### src/rtl/multicycle_control_unit.sv
// Multicycle ARM main controller: sequences one instruction over 2-5 states, holds NZCV and gates architectural writes.
// Outputs are combinational from the current state; flags update at the end of an execute state.
module multicycle_control_unit #(
    parameter int STATE_W = 4
) (
    input  logic               CLK,
    input  logic               RST,
    input  logic [3:0]         Cond,
    input  logic [1:0]         Op,
    input  logic [5:0]         Funct,
    input  logic [3:0]         Rd,
    input  logic [3:0]         ALUFlags,
    output logic               PCWrite,
    output logic               AdrSrc,
    output logic               MemWrite,
    output logic               IRWrite,
    output logic               RegWrite,
    output logic [1:0]         ResultSrc,
    output logic               ALUSrcA,
    output logic [1:0]         ALUSrcB,
    output logic [1:0]         ALUControl,
    output logic [1:0]         ImmSrc,
    output logic [1:0]         RegSrc,
    output logic [STATE_W-1:0] State
);
    localparam logic [STATE_W-1:0] S_FETCH  = STATE_W'(0);
    localparam logic [STATE_W-1:0] S_DECODE = STATE_W'(1);
    localparam logic [STATE_W-1:0] S_MEMADR = STATE_W'(2);
    localparam logic [STATE_W-1:0] S_MEMRD  = STATE_W'(3);
    localparam logic [STATE_W-1:0] S_MEMWB  = STATE_W'(4);
    localparam logic [STATE_W-1:0] S_MEMWR  = STATE_W'(5);
    localparam logic [STATE_W-1:0] S_EXECR  = STATE_W'(6);
    localparam logic [STATE_W-1:0] S_EXECI  = STATE_W'(7);
    localparam logic [STATE_W-1:0] S_ALUWB  = STATE_W'(8);
    localparam logic [STATE_W-1:0] S_BRANCH = STATE_W'(9);

    logic [STATE_W-1:0] state, next_state;
    logic [3:0]         flags;
    logic               cond_ex;
    logic               is_cmp;
    logic               rd_pc;
    logic [1:0]         alu_dec;
    logic               pc_we, mem_we, ir_we, reg_we;
    logic               n_f, z_f, c_f, v_f;

    assign {n_f, z_f, c_f, v_f} = flags;
    assign is_cmp = (Funct[4:1] == 4'b1010);
    assign rd_pc  = (Rd == 4'd15);

    always_comb begin
        cond_ex = 1'b0;
        case (Cond)
            4'b0000: cond_ex = z_f;
            4'b0001: cond_ex = ~z_f;
            4'b0010: cond_ex = c_f;
            4'b0011: cond_ex = ~c_f;
            4'b0100: cond_ex = n_f;
            4'b0101: cond_ex = ~n_f;
            4'b0110: cond_ex = v_f;
            4'b0111: cond_ex = ~v_f;
            4'b1000: cond_ex = c_f & ~z_f;
            4'b1001: cond_ex = ~c_f | z_f;
            4'b1010: cond_ex = (n_f == v_f);
            4'b1011: cond_ex = (n_f != v_f);
            4'b1100: cond_ex = ~z_f & (n_f == v_f);
            4'b1101: cond_ex = z_f | (n_f != v_f);
            4'b1110: cond_ex = 1'b1;
            default: cond_ex = 1'b0;
        endcase
    end

    always_comb begin
        alu_dec = 2'b00;
        case (Funct[4:1])
            4'b0010, 4'b1010: alu_dec = 2'b01;
            4'b0000:          alu_dec = 2'b10;
            4'b1100:          alu_dec = 2'b11;
            default:          alu_dec = 2'b00;
        endcase
    end

    always_comb begin
        next_state = S_FETCH;
        case (state)
            S_FETCH:  next_state = S_DECODE;
            S_DECODE: begin
                case (Op)
                    2'b00:   next_state = Funct[5] ? S_EXECI : S_EXECR;
                    2'b01:   next_state = S_MEMADR;
                    2'b10:   next_state = S_BRANCH;
                    default: next_state = S_FETCH;
                endcase
            end
            S_MEMADR: next_state = Funct[0] ? S_MEMRD : S_MEMWR;
            S_MEMRD:  next_state = S_MEMWB;
            S_EXECR:  next_state = S_ALUWB;
            S_EXECI:  next_state = S_ALUWB;
            default:  next_state = S_FETCH;
        endcase
    end

    always_comb begin
        pc_we      = 1'b0;
        AdrSrc     = 1'b0;
        mem_we     = 1'b0;
        ir_we      = 1'b0;
        reg_we     = 1'b0;
        ResultSrc  = 2'b00;
        ALUSrcA    = 1'b0;
        ALUSrcB    = 2'b00;
        ALUControl = 2'b00;
        case (state)
            S_FETCH: begin
                ir_we     = 1'b1;
                ALUSrcA   = 1'b1;
                ALUSrcB   = 2'b10;
                ResultSrc = 2'b10;
                pc_we     = 1'b1;
            end
            S_DECODE: begin
                ALUSrcA   = 1'b1;
                ALUSrcB   = 2'b10;
                ResultSrc = 2'b10;
            end
            S_MEMADR: ALUSrcB = 2'b01;
            S_MEMRD:  AdrSrc = 1'b1;
            // A load or ALU result aimed at R15 becomes a PC write instead.
            S_MEMWB: begin
                ResultSrc = 2'b01;
                pc_we     = cond_ex & rd_pc;
                reg_we    = cond_ex & ~rd_pc;
            end
            S_MEMWR: begin
                AdrSrc = 1'b1;
                mem_we = cond_ex;
            end
            S_EXECR: ALUControl = alu_dec;
            S_EXECI: begin
                ALUSrcB    = 2'b01;
                ALUControl = alu_dec;
            end
            S_ALUWB: begin
                pc_we  = cond_ex & ~is_cmp & rd_pc;
                reg_we = cond_ex & ~is_cmp & ~rd_pc;
            end
            S_BRANCH: begin
                ALUSrcB   = 2'b01;
                ResultSrc = 2'b10;
                pc_we     = cond_ex;
            end
            default: ;
        endcase
    end

    assign PCWrite  = pc_we  & ~RST;
    assign MemWrite = mem_we & ~RST;
    assign IRWrite  = ir_we  & ~RST;
    assign RegWrite = reg_we & ~RST;
    assign ImmSrc   = Op;
    assign RegSrc   = {Op == 2'b01, Op == 2'b10};
    assign State    = state;

    always_ff @(posedge CLK) begin
        if (RST) begin
            state <= S_FETCH;
            flags <= 4'b0000;
        end else begin
            state <= next_state;
            if ((state == S_EXECR || state == S_EXECI) && (Funct[0] || is_cmp) && cond_ex)
                flags <= ALUFlags;
        end
    end
endmodule

### config.mk
export PLATFORM = sky130hd
export DESIGN_NAME = multicycle_control_unit
export DESIGN_NICKNAME = d
export VERILOG_FILES = /design/src/rtl/multicycle_control_unit.sv
export SDC_FILE = /design/constraint.sdc
export NUM_CORES = 1
export LEC_CHECK = 0
export ABC_AREA = 1
export BUFFER_PORTS_ARGS = -buffer_cell sky130_fd_sc_hd__buf_2
export CORE_MARGIN = 2
export CORE_UTILIZATION = 44
export CTS_CLUSTER_DIAMETER = 120
export DETAILED_ROUTE_END_ITERATION = 16
export PLACE_DENSITY = 0.77
export REMOVE_ABC_BUFFERS = 1
export SLEW_MARGIN = 5
export SYNTH_ARGS = -nofsm -noshare
export SYNTH_HDL_FRONTEND = slang
export SYNTH_SLANG_ARGS = --single-unit
### constraint.sdc
create_clock -name CLK -period 1.7 [get_ports CLK]
set_clock_uncertainty 0.1 [all_clocks]
set_input_delay 0.085 -clock CLK [delete_from_list [all_inputs] [get_ports CLK]]
set_output_delay 0.085 -clock CLK [all_outputs]
set_load 0.02 [all_outputs]
==> summary.txt <==
Yosys
  • Cells after synthesis: 149
  • Ys Warns: 0
  • Seq/Total Area, Yosys: 19.5%
  • Simple-gate portion of the synthesized area: 51.5%
  • Synth Area in Adders: 0%
  • Main combinational cell family by area after synthesis: simple AND/OR/NAND/NOR gates
  • Register bit total from synthesis: 8
  • Synth Area in Compound Gates: 13.9%
  • Netlist cell types: 25
  • Mux share of post-synthesis cell area: 0%
  • Post-Synth XOR/XNOR Area: 0%
  • Synth Area per Inst: 5.50 µm²
  • Synth Cell Area: 820 µm²

Setup path
  • CP required: 1.51 ns
  • RR Startpoint: flags[0]
  • Worst Setup Start Kind: flop
  • Reg-to-reg setup timing slack: 0.13 ns
  • Critical path class: reg -> out
  • Crit path DAT: 1.60 ns
  • R2R Path End: flags[2]
  • Reg2Reg Depth: 13
  • Critical path fanouts, max: 5
  • Critical path endpoint category: primary output

Floorplanning
  • Top Ports: 42
  • Core Box Area: 1750 µm²
  • Total die area: 2220 µm²
  • Die width: 47.2 µm
  • Die extent in y: 47.2 µm
  • Initial Util: 47.0%
  • Num rows: 15

Routing
  • Drt pass-1 iters: 4
  • Drt via density: 5.04
  • Routed Antenna Nets: 0
  • Total wire length: 2500 µm
  • Wirelength per Cell: 11.2 µm
  • DRC viols: 0
  • Initial drt markers: 32
  • Via count: 1125

Finish
  • Layout cell share with drive strength beyond 1: 41.4%
  • Final #Nets: 222
  • Design area: 1220 µm²
  • Area growth syn-to-layout: 48.4%
  • ANT cells: 0

Placement
  • Placed cell area: 1050 µm²
  • Pre-CTS setup slack: 0.0942 ns
  • GP Congestion: 0.883
  • Detail Placement HPWL: 1830 µm
  • Port bufs: 41

Clock tree
  • CTS root buffer: clkbuf_4
  • Clock latency on the worst-skew pair: 0.25 ns
  • CTS buffer count: 3
  • CTS tree: built
  • Clock buffer depth: 2
  • Worst-path clk slew: 0.05 ns
  • CTS sink count: 8
  • H-tree levels: 1

Flow run
  • Max-cap violations: 0

Timing
  • Relative slew slack: 85.9%
  • Fin crit share: 105%
  • Final hold vios: 0
  • Final setup viols: 2
  • Final min period: 1.79 ns
  • Fmax: 0.559 GHz
  • Final Worst Setup Slack: -0.0895 ns
  • Final Max Slew Viols: 0
  • Worst-Margin Slew: 0.211 ns
  • Unrepaired setup endpoints after global routing: yes

Run status
  • Failing checks: setup timing
  • Status: finished, violations left

Power
  • PwrDens: 542 nW/µm²
  • Worst vdd ir: 0.000530 V
  • Leakage dissipation: 0.626 nW

Min path
  • Hold Crit Endpoint: State[0]
  • Hold Path Stages: 3
  • Worst Min Path Start: Funct[5]
  • HP Class: in -> reg

GRT
  • Initial antenna violation count: 0
  • Vias in the first global route: 1005
  • GR Overflow Total: 0
  • First-pass GRT wire length: 3880 µm
  • Total Routing Usage GR: 24.5%
  • Largest net degree at the start of global routing: 10
[cell usage after synthesis (all sizes together)]
cell / count / area [µm²]
nand2: 37 / 156
nor2: 36 / 150
inv: 26 / 100
nand3: 13 / 70.1
a21oi: 8 / 51.3
dfxtp: 8 / 160
o21ai: 5 / 25.0
buf: 3 / 20.0
nand4: 3 / 18.8
nand3b: 2 / 15.0
o211ai: 2 / 15.0
a21boi: 1 / 7.51
a31oi: 1 / 6.26
clkinv: 1 / 3.75
nor3: 1 / 5.00
o221ai: 1 / 8.76
or3: 1 / 6.26
[kinds of logic (layout without fill, tap and decap cells)]
family	Yosys count	count (layout)
AOI/OAI and AO/OA	18	18
and+or+nand+nor	93	93
buffers and inverters	30	79
DFF	8	8
[flip-flops by register name, summed over array words and instances (netlist names)]
| register | flops |
|---|---|
| State | 4 |
| flags | 4 |
[power breakdown]
group | switching [mW] | internal, mW
clock | 0.0574 | 0.0803
combinational | 0.197 | 0.120
sequential | 0.00951 | 0.194
total | 0.264 | 0.395
[cell type report]
cell class | instances | area, µm²
Fill cell | 166 | 529
Multi-Input combinational cell | 111 | 589
Timing Repair Buffer | 49 | 292
Clock buffer | 3 | 22.5
Tap cell | 25 | 31.3
Inverter | 27 | 106
Sequential cell | 8 | 175
[worst max path at each step]
stage | startpoint | cells past startpoint | endpoint | slack [ns]
2_1_floorplan | State[2] | 8 | PCWrite | 0.20
4_1_cts | flags[0] | 13 | PCWrite | -0.10
3_5_place_dp | flags[1] | 12 | PCWrite | 0.09
3_3_place_gp | flags[3] | 12 | PCWrite | 0.12
5_1_grt | flags[2] | 12 | PCWrite | -0.22
6_report | flags[0] | 13 | PCWrite | -0.09
[through the flow]
step                TNS (ns)  util (%)  cells  hold slack, ns  total power, mW
floorplan                  0         -    146          0.0541            0.377
global placement           0      60.2    214           0.214            0.475
detailed placement         0      60.2    214           0.215            0.480
CTS                   -0.185      65.4    223          0.0357            0.634
global route          -0.439      69.7    223          0.0661            0.712
finish                -0.143      69.7    223          0.0541            0.659
[repair_timing]
action                                  CTS  global route
pin swaps                                 5            10
endpoints found under the hold margin     7             0
buffers inserted                          1             0
endpoints found under the setup margin    3             9
cloned                                    0             0
hold buffers                              5             0
resized for setup                         9            27
[metal layers]
metal	wire [µm]	track usage, %	vias up
li1	-	-	580
met1	1020	30.7	491
met2	1260	42.7	46
met3	168	2.31	8
met4	56	10.6	0
met5	0	0	-
[worst max-delay path, cell delays in order (launching register included)]
cell and delay, ns:
dfxtp_4 0.35, inv_2 0.07, nand2_1 0.06, nand3_1 0.08, nand2_1 0.06, nand2_1 0.07
nand2_2 0.07, nor2_4 0.11, nand2_4 0.07, nand2_1 0.06, nand2_1 0.06, nor2_2 0.12
nor2_2 0.06, buf_6 0.12
[layout by cell type (no fill, tap or decap)]
cell,synthesis,final
a21boi_1,1,1
a21oi_1,7,6
a21oi_2,0,1
a21oi_4,1,1
a31oi_1,1,1
buf_2,1,37
buf_4,2,6
buf_6,0,1
clkbuf_4,0,3
clkinv_1,1,1
dfxtp_1,8,2
dfxtp_2,0,3
dfxtp_4,0,3
dlygate4sd3_1,0,5
inv_1,25,20
inv_2,0,4
inv_4,1,2
nand2_1,34,30
nand2_2,1,4
nand2_4,2,3
nand3_1,12,12
nand3_2,1,1
nand3b_1,2,2
nand4_1,3,3
nor2_1,30,24
nor2_2,6,9
nor2_4,0,3
nor3_1,1,1
o211ai_1,2,2
o21ai_0,1,1
o21ai_1,4,4
o221ai_1,1,1
or3_4,0,1
Power figures use the tool's default switching activity.
